--- src/rtl/gpio_ctrl_intr_status.sv ---
// gpio_ctrl_intr_status
// Sticky per-group rising/falling edge interrupt status with write-1-to-clear
// and a masked-OR level interrupt to the CPU.
// Optional feature macro: GPIO_CTRL_INTR_HOLDOFF_EN adds a programmable
// holdoff that keeps irq low for holdoff_cycles cycles after each deassertion.
// Without the macro irq simply follows the registered pending condition.

module gpio_ctrl_intr_status #(
    parameter int NUM_GROUPS = 8,
    parameter int HOLDOFF_W  = 16
) (
    input  logic                  clk,
    input  logic                  rst_n,
    input  logic [NUM_GROUPS-1:0] posedge_intr_status_set,
    input  logic [NUM_GROUPS-1:0] negedge_intr_status_set,
    input  logic [NUM_GROUPS-1:0] posedge_intr_status_clr,
    input  logic [NUM_GROUPS-1:0] negedge_intr_status_clr,
    input  logic [NUM_GROUPS-1:0] posedge_intr_mask,
    input  logic [NUM_GROUPS-1:0] negedge_intr_mask,
    input  logic [HOLDOFF_W-1:0]  holdoff_cycles,
    output logic [NUM_GROUPS-1:0] posedge_intr_status,
    output logic [NUM_GROUPS-1:0] negedge_intr_status,
    output logic                  irq
);

    typedef enum logic [1:0] {
        ST_IDLE     = 2'd0,
        ST_ASSERTED = 2'd1,
        ST_HOLDOFF  = 2'd2
    } state_e;

    state_e                state_q;
    state_e                state_d;
    logic [NUM_GROUPS-1:0] pos_status_q;
    logic [NUM_GROUPS-1:0] pos_status_d;
    logic [NUM_GROUPS-1:0] neg_status_q;
    logic [NUM_GROUPS-1:0] neg_status_d;
    logic                  pending_s;

    // Sticky status update: a set in the same cycle as a clear wins, so no edge is lost.
    always_comb begin
        pos_status_d = (pos_status_q & ~posedge_intr_status_clr) | posedge_intr_status_set;
        neg_status_d = (neg_status_q & ~negedge_intr_status_clr) | negedge_intr_status_set;
    end

    // Status registers; masks never gate accumulation.
    always_ff @(posedge clk or negedge rst_n) begin
        if (!rst_n) begin
            pos_status_q <= '0;
            neg_status_q <= '0;
        end else begin
            pos_status_q <= pos_status_d;
            neg_status_q <= neg_status_d;
        end
    end

    assign posedge_intr_status = pos_status_q;
    assign negedge_intr_status = neg_status_q;

    // Interrupt request condition from registered status and the current masks.
    always_comb begin
        pending_s = (|(pos_status_q & posedge_intr_mask)) |
                    (|(neg_status_q & negedge_intr_mask));
    end

`ifdef GPIO_CTRL_INTR_HOLDOFF_EN

    localparam logic [HOLDOFF_W-1:0] CNT_ONE = HOLDOFF_W'(1);

    logic [HOLDOFF_W-1:0] cnt_q;
    logic [HOLDOFF_W-1:0] cnt_d;

    // FSM state and holdoff counter registers.
    always_ff @(posedge clk or negedge rst_n) begin
        if (!rst_n) begin
            state_q <= ST_IDLE;
            cnt_q   <= '0;
        end else begin
            state_q <= state_d;
            cnt_q   <= cnt_d;
        end
    end

    // Next-state logic; holdoff_cycles is captured only when irq drops.
    always_comb begin
        state_d = state_q;
        cnt_d   = cnt_q;
        case (state_q)
            ST_IDLE: begin
                if (pending_s) begin
                    state_d = ST_ASSERTED;
                end else begin
                    state_d = ST_IDLE;
                end
            end
            ST_ASSERTED: begin
                if (pending_s) begin
                    state_d = ST_ASSERTED;
                end else if (holdoff_cycles == '0) begin
                    state_d = ST_IDLE;
                end else begin
                    cnt_d   = holdoff_cycles;
                    state_d = ST_HOLDOFF;
                end
            end
            ST_HOLDOFF: begin
                // Pending is deliberately ignored; a zero count is treated as expired.
                if (cnt_q <= CNT_ONE) begin
                    cnt_d   = '0;
                    state_d = ST_IDLE;
                end else begin
                    cnt_d   = cnt_q - CNT_ONE;
                    state_d = ST_HOLDOFF;
                end
            end
            default: begin
                cnt_d   = '0;
                state_d = ST_IDLE;
            end
        endcase
    end

`else

    // holdoff_cycles has no function without the holdoff feature.
    logic unused_holdoff_s;
    assign unused_holdoff_s = ^holdoff_cycles;

    // FSM state register.
    always_ff @(posedge clk or negedge rst_n) begin
        if (!rst_n) begin
            state_q <= ST_IDLE;
        end else begin
            state_q <= state_d;
        end
    end

    // Next-state logic; irq simply tracks pending one cycle later.
    always_comb begin
        state_d = state_q;
        case (state_q)
            ST_IDLE: begin
                if (pending_s) begin
                    state_d = ST_ASSERTED;
                end else begin
                    state_d = ST_IDLE;
                end
            end
            ST_ASSERTED: begin
                if (pending_s) begin
                    state_d = ST_ASSERTED;
                end else begin
                    state_d = ST_IDLE;
                end
            end
            default: begin
                state_d = ST_IDLE;
            end
        endcase
    end

`endif

    // Output decode: irq comes straight from the state register, so it is glitch-free.
    always_comb begin
        irq = (state_q == ST_ASSERTED);
    end

endmodule

--- config.mk ---
export PLATFORM = sky130hd
export DESIGN_NAME = gpio_ctrl_intr_status
export DESIGN_NICKNAME = d
export VERILOG_FILES = /design/src/rtl/gpio_ctrl_intr_status.sv
export SDC_FILE = /design/constraint.sdc
export NUM_CORES = 1
export LEC_CHECK = 0
export ABC_CLOCK_PERIOD_IN_PS = 1100
export CORE_MARGIN = 5
export CORE_UTILIZATION = 26
export CTS_CLUSTER_SIZE = 25
export DETAILED_ROUTE_END_ITERATION = 8
export HOLD_SLACK_MARGIN = 0.06
export PLACE_DENSITY_LB_ADDON = 0.05
export SLEW_MARGIN = 20
export SYNTH_ARGS = -nofsm -noshare
export SYNTH_HDL_FRONTEND = slang
export SYNTH_SLANG_ARGS = --single-unit
--- constraint.sdc ---
create_clock -name clk -period 1.1 [get_ports clk]
set_input_delay 0.33 -clock clk [delete_from_list [all_inputs] [get_ports clk]]
set_output_delay 0.33 -clock clk [all_outputs]
set_load 0.01 [all_outputs]
* After elaboration in Yosys (flattened, before gate mapping)
Index checks and enable logic that the tools add are counted.
** Word-level totals
- Bits in registers :: 18
- Input bits :: 66
- Output and inout bits :: 17
- Logic and storage cells :: 19
** Operators by class
- Equality and inequality tests :: 1
- Multiplexer cells :: 2
- Bitwise gates (word level) :: 9
- Reduce and logical (&&, ||, !) cells :: 4
** Operators by type and width (count)
- bitwise AND 8 bit :: 4
- inverter 8 bit :: 2
- bitwise OR 8 bit :: 2
- OR reduction 8 bit :: 2
- == test 2 x 1 -> 1 bit (second input constant) :: 1
- zero test 2 bit :: 1
- two-way mux 1 bit :: 2
- OR reduction 2 bit :: 1
- bitwise OR 1 bit :: 1

* Longest topological paths before layout
Gate-level depths: netlist of the first run.
- Depth after elaboration :: 5
- Mapped depth :: 3
- Mapped depth without buffers :: 3

* Worst setup path after synthesis of the first run
No wires, ideal clock.
- Path kind :: reg-to-reg
- Start :: reg pos_status_q[5], in the netlist posedge_intr_status[5]
- End :: reg state_q[0]
- Setup time :: 0.137 ns
- Arrival :: 0.879 ns
- Required time :: 0.963 ns
- Slack :: 0.084 ns
- Stages on the path, launching flop included :: 4
- Buffers on the path :: 0
- Clock period less this slack :: 1.016 ns
- Path through :: dfrtp_1 a22o_1 a221oi_2 nand4_1
** Between the ends
- Cells in the longest elaborated chain, start to end :: 5
** Ends and longest elaborated chain
- start: declaration :: line 34 : logic [NUM_GROUPS-1:0] pos_status_q;
- start signal: assignment :: line 52 : pos_status_q <= pos_status_d;
- bitwise AND 8 bit :: line 62 : pending_s = (|(pos_status_q & posedge_intr_mask)) |
- OR reduction 8 bit :: line 62
- bitwise OR 1 bit :: line 62
- net pending_s :: line 38 : logic pending_s;
- two-way mux 1 bit :: line 143, 150
- two-way mux 1 bit
- end signal: assignment :: line 134 : state_q <= state_d;
- end: declaration :: line 32 : state_e state_q;
The timed path passes the listed nets, and every way through them passes these cells.

* Worst setup path after layout of the first run
- Start :: reg pos_status_q[4], in the netlist posedge_intr_status[4]
- End :: reg state_q[0]
The elaborated chain is that of the path after synthesis.

==> impl_metrics.tcl, run 1 <==
set metrics [dict create \
    hold_buffers 0 \
    drt_iter0_drc 16 \
    ff2ff_path_depth 4 \
    setup_viol 18 \
    hold_viol 0 \
    rows 19 \
    die_height_um 62.1 \
    finalCritPeriodShare 1.05 \
    layout_commonest_cell "clkdlybuf4s50_1" \
    synth_seq_cells 17 \
    hold_class "primary input to async pin" \
    critPathRequiredTime_ns 1.27 \
    antenna_found_initial 0 \
    vias_per_cell 4.31 \
    skew_ns 0.00909 \
    final_antenna_net_count 0 \
    finalNetCount 215 \
    clk_path_buf_depth 2 \
    htree_levels 1 \
    setup_ws_ns -0.0535 \
    setup.worst_path.class "flip-flop to flip-flop" \
    timing.slew.headroom 0.856 \
    drt-total-wl_um 2240 \
    rr_startpoint "posedge_intr_status[4]" \
    place.gp.congestion 0.647 \
    min_period_ns 1.15 \
    setup_tns_ns -0.625 \
    die_w_um 62.1 \
    max_freq_ghz 0.867 \
    via_count 771 \
    p_leak_nw 0.750 \
    rsz0062_at_grt "yes" \
    num_antenna_cells 0 \
    endpoint_kind "flip-flop" \
    crit_arrival_ns 1.32 \
    clk_latency_ns 0.28 \
    status "finished, violations left" \
    layout-drive-gt1-share 0.297 \
    violations "negative setup slack" \
    yosysWarnings 0 \
    grt.overflow.total 0 \
    startpoint "posedge_intr_status[4]" \
    final_cell_mix "49 x clkdlybuf4s50_1, 19 x buf_4, 17 x dfrtp_1" \
    synth_nets 124 \
    max_slew.worst_pin.slew_ns 0.216 \
    r2r-end "state_q[0]" \
    report.final.slew_viol_count 0 \
    stdcell_area_um2 1530 \
    syn_area_um2 707 \
    grt_util_all_layers 0.125 \
    initial_core_util 0.263 \
    post_drt_wl_per_cell_um 12.5 \
    path_max_fanout 2 \
    dp_hpwl_um 1980 \
    synth.distinct_cells 6 \
    numCtsBuffers 3 \
    crit_end "state_q[0]" \
    dpl_cell_area_um2 1550 \
    first_pass_iters 4 \
    core_um2 2690 \
    grt_pass1_vias 913 \
    grt_pass1_wl_um 3880 \
    syn_to_final_growth_pct 116 \
    cts_tree "yes" \
    cts.clk_slew.worst_paths_ns 0.10 \
    io_buffers 66 \
    power.density_nw_per_um2 941 \
    start_kind "flip-flop" \
    ys_seq_area_frac 0.602 \
    drc 0 \
    holdWs_ns 0.370 \
    avgSynthCellArea_um2 12.2 \
    cts-root-buf "clkbuf_4" \
    ios 83 \
    rrSetupSlack_ns -0.05 \
    synthCells 58 \
    die-area_um2 3860 \
    ir_drop_mv 0.671 \
    grt_max_degree 18 \
    cap_violations 0 \
    cts.sinks 17 \
]
## synthesized netlist by cell type (all sizes together)
master | instances | share of area
a21o | 16 | 0.17
a221oi | 4 | 0.085
a22o | 4 | 0.050
dfrtp | 17 | 0.60
inv | 16 | 0.085
nand4 | 1 | 0.0089
## critical path, stage by stage, from the launching register on
cell and delay, ns:
dfrtp_1 0.38, buf_4 0.13, a22o_1 0.21, a221oi_2 0.19, nand4_1 0.11
## cell families after synthesis
| kind of cell | Yosys count | share of synthesized area |
|---|---|---|
| AO/OA/AOI/OAI | 24 | 0.304 |
| flip-flops | 17 | 0.602 |
| buffers and inverters | 16 | 0.0850 |
| AND/OR/NAND/NOR | 1 | 0.00886 |
## repair_timing
item | 4_1_cts | 5_1_grt
setup endpoints to repair | 18 | 18
pin swaps | 1 | 1
buffers inserted | 3 | 0
resized for setup | 69 | 2
endpoints found under the hold margin | 0 | 0
## worst min-delay path by stage
| stage | startpoint | to | slack (ns) | depth (start not counted) |
|---|---|---|---|---|
| after floorplan | rst_n | negedge_intr_status[0] | 0.03 | 0 |
| after global placement | posedge_intr_status[5] | posedge_intr_status[5] | 0.55 | 2 |
| after detailed placement | negedge_intr_status[3] | negedge_intr_status[3] | 0.56 | 2 |
| after CTS | rst_n | state_q[0] | 0.36 | 2 |
| after global routing | rst_n | negedge_intr_status[1] | 0.35 | 2 |
| final | rst_n | state_q[0] | 0.37 | 2 |
## final cells by class
class	instances	area (um^2)
Fill cell	246	1160
Timing Repair Buffer	86	757
Sequential cell	17	425
Multi-Input combinational cell	25	221
Inverter	16	60.1
Tap cell	31	38.8
Clock buffer	4	26.3
## flip-flops by register name, indices dropped and copies added (netlist names)
name,flops
posedge_intr_status,8
negedge_intr_status,8
state_q,1
## where the power goes
| group | switching [mW] | internal, mW | leakage, nW | total [mW] |
|---|---|---|---|---|
| combinational | 0.131 | 0.297 | 0.554 | 0.428 |
| clock | 0.186 | 0.141 | 0.0150 | 0.326 |
| sequential | 0.0198 | 0.664 | 0.181 | 0.684 |
| total | 0.337 | 1.10 | 0.750 | 1.44 |
## through the flow
step / total power, mW / utilization / setup slack, ns / std cells
floorplan: 0.797 / - / 0.0844 / 58
global route: 1.55 / 0.569 / -0.137 / 179
global placement: 1.14 / 0.576 / -0.315 / 172
CTS: 1.47 / 0.565 / -0.0719 / 179
detailed placement: 1.15 / 0.576 / -0.329 / 172
finish: 1.44 / 0.569 / -0.0535 / 179
## metal layers
layer  vias up  GRT usage  wire [um]
li1        380          -          -
met1       353      0.110        733
met2        36      0.240       1240
met3         2     0.0577        255
met4         0     0.0488         16
met5         -          0          0
Note: power is estimated with default switching activity, not from simulation.
==> inputs of run 2 (changes only) <==
--- a/config.mk
+++ b/config.mk
@@ -6,6 +6,7 @@
 export NUM_CORES = 1
 export LEC_CHECK = 0
 export ABC_CLOCK_PERIOD_IN_PS = 1100
+export CAP_MARGIN = 40
 export CORE_MARGIN = 5
 export CORE_UTILIZATION = 26
 export CTS_CLUSTER_SIZE = 25
==> constraint.sdc (replaced) <==
create_clock -name clk -period 1.1 [get_ports clk]
set_input_delay 0.33 -clock clk [delete_from_list [all_inputs] [get_ports clk]]
set_output_delay 0.33 -clock clk [all_outputs]
set_load 0.02 [all_outputs]
==> run 2 against run 1 <==
Compared with the run above: the flow still finishes with violations (negative setup slack); worst hold slack lost 0.0069 ns; die area stayed put; fmax decreased by 1.7%; clock skew grew 0.0016 ns; clock-buffer cell count is the same; setup slack got worse by 0.020 ns; design area rose by 5.2%; sequential power grew 1%; global-route usage is 0.23 points lower; power increased by 5.4%; critical endpoint unchanged; highest routed layer unchanged.
==> impl_metrics.tcl, run 2 (synthesized netlist as in run 1, its figures left out) <==
set metrics [dict create \
    antenna_found_initial 0 \
    setup_viol 18 \
    crit_arrival_ns 1.34 \
    clk_latency_ns 0.29 \
    rsz0062_at_grt "yes" \
    first_pass_iters 2 \
    finalPower_mw 1.52 \
    ios 83 \
    syn_to_final_growth_pct 127 \
    htree_levels 1 \
    startpoint "posedge_intr_status[4]" \
    path_depth 4 \
    cap_violations 0 \
    multiInputGateArea_um2 221 \
    grt_max_degree 18 \
    p_leak_nw 0.784 \
    power.density_nw_per_um2 943 \
    max_freq_ghz 0.852 \
    drc 0 \
    grt_pass1_vias 910 \
    finalCritPeriodShare 1.07 \
    timing.slew.headroom 0.856 \
    via_count 773 \
    cp.buffers_inverters 1 \
    hold_viol 0 \
    critPathRequiredTime_ns 1.27 \
    place.gp.congestion 0.647 \
    crit_end "state_q[0]" \
    setup.worst_path.class "flip-flop to flip-flop" \
    fin_util 0.599 \
    cts-root-buf "clkbuf_4" \
    fillers 237 \
    report.final.slew_viol_count 0 \
    ff2ff_path_depth 4 \
    layout-drive-gt1-share 0.297 \
    ff_latch_area_um2 425 \
    hold_class "primary input to async pin" \
    initial_core_util 0.263 \
    hold_buffers 0 \
    rr_startpoint "posedge_intr_status[4]" \
    post_drt_wl_per_cell_um 12.5 \
    endpoint_kind "flip-flop" \
    cp_slowest_cell "dfrtp_1" \
    cts.sinks 17 \
    slowest_delay_ns 0.40 \
    io_buffers 66 \
    skew_ns 0.0107 \
    final_cell_mix "49 x clkdlybuf4s50_1, 18 x buf_4, 17 x dfrtp_1" \
    path_max_fanout 2 \
    die_height_um 62.1 \
    status "finished, violations left" \
    r2r-end "state_q[0]" \
    crit_chain "buf_4 -> a22o_1 -> a221oi_2 -> nand4_1" \
    holdWs_ns 0.363 \
    clk_path_buf_depth 2 \
    num_antenna_cells 0 \
    rrSetupSlack_ns -0.07 \
    cts_tree "yes" \
    grt_pass1_wl_um 3810 \
    vias_per_cell 4.32 \
    layout_commonest_cell "clkdlybuf4s50_1" \
    numCtsBuffers 3 \
    final_antenna_net_count 0 \
    violations "negative setup slack" \
    drt-total-wl_um 2230 \
    grt_util_all_layers 0.123 \
    die-area_um2 3860 \
    dp_hpwl_um 1980 \
    core_um2 2690 \
    ir_drop_mv 0.685 \
    finalNetCount 215 \
    crit_family "flip-flops" \
    rows 19 \
    cts.clk_slew.worst_paths_ns 0.10 \
    setup_ws_ns -0.0731 \
    grt.overflow.total 0 \
    drt_iter0_drc 23 \
    max_slew.worst_pin.slew_ns 0.215 \
    setup_tns_ns -0.951 \
    start_kind "flip-flop" \
    die_w_um 62.1 \
    min_period_ns 1.17 \
]
## run 2: cell counts in the layout (fill, tap and decap cells not counted)
Identical to the previous run, type by type.
## run 2: per-stage QoR
step	setup slack, ns	instances	area [um^2]
after floorplan	0.0284	58	707
after global placement	-0.315	172	1550
after detailed placement	-0.329	172	1550
after CTS	-0.0801	179	1590
after global routing	-0.139	179	1610
final	-0.0731	179	1610
## run 2: what timing repair did
item | CTS | global route
resized for setup | 92 | 7
setup buffers | 3 | 0
pin swaps | 2 | 1
endpoints found under the setup margin | 18 | 18
gates cloned | 0 | 0
## run 2: cell type report
cell class	count	share of cell area
timing repair buffer	86	0.520
sequential	17	0.265
multi-input combinational	25	0.138
inverter	16	0.0374
tap	31	0.0241
clock buffer	4	0.0163
## run 2: worst min path at each step
| stage | startpoint | slack, ns | endpoint |
|---|---|---|---|
| after floorplan | rst_n | 0.03 | negedge_intr_status[0] |
| after global placement | posedge_intr_status[5] | 0.55 | posedge_intr_status[5] |
| after detailed placement | negedge_intr_status[3] | 0.56 | negedge_intr_status[3] |
| after CTS | rst_n | 0.36 | state_q[0] |
| after global routing | rst_n | 0.35 | negedge_intr_status[1] |
| final | rst_n | 0.36 | state_q[0] |
## run 2: report_power, final
group / switching [mW] / internal, mW
logic: 0.161 / 0.331
clock network: 0.191 / 0.141
registers: 0.0272 / 0.665
## run 2: routing by layer
metal  part of all wire  up-vias  track usage
li1                   -      379            -
met1               0.33      352        0.109
met2               0.55       38        0.234
met3               0.11        4       0.0559
met4              0.014        0       0.0488
met5                  0        -            0
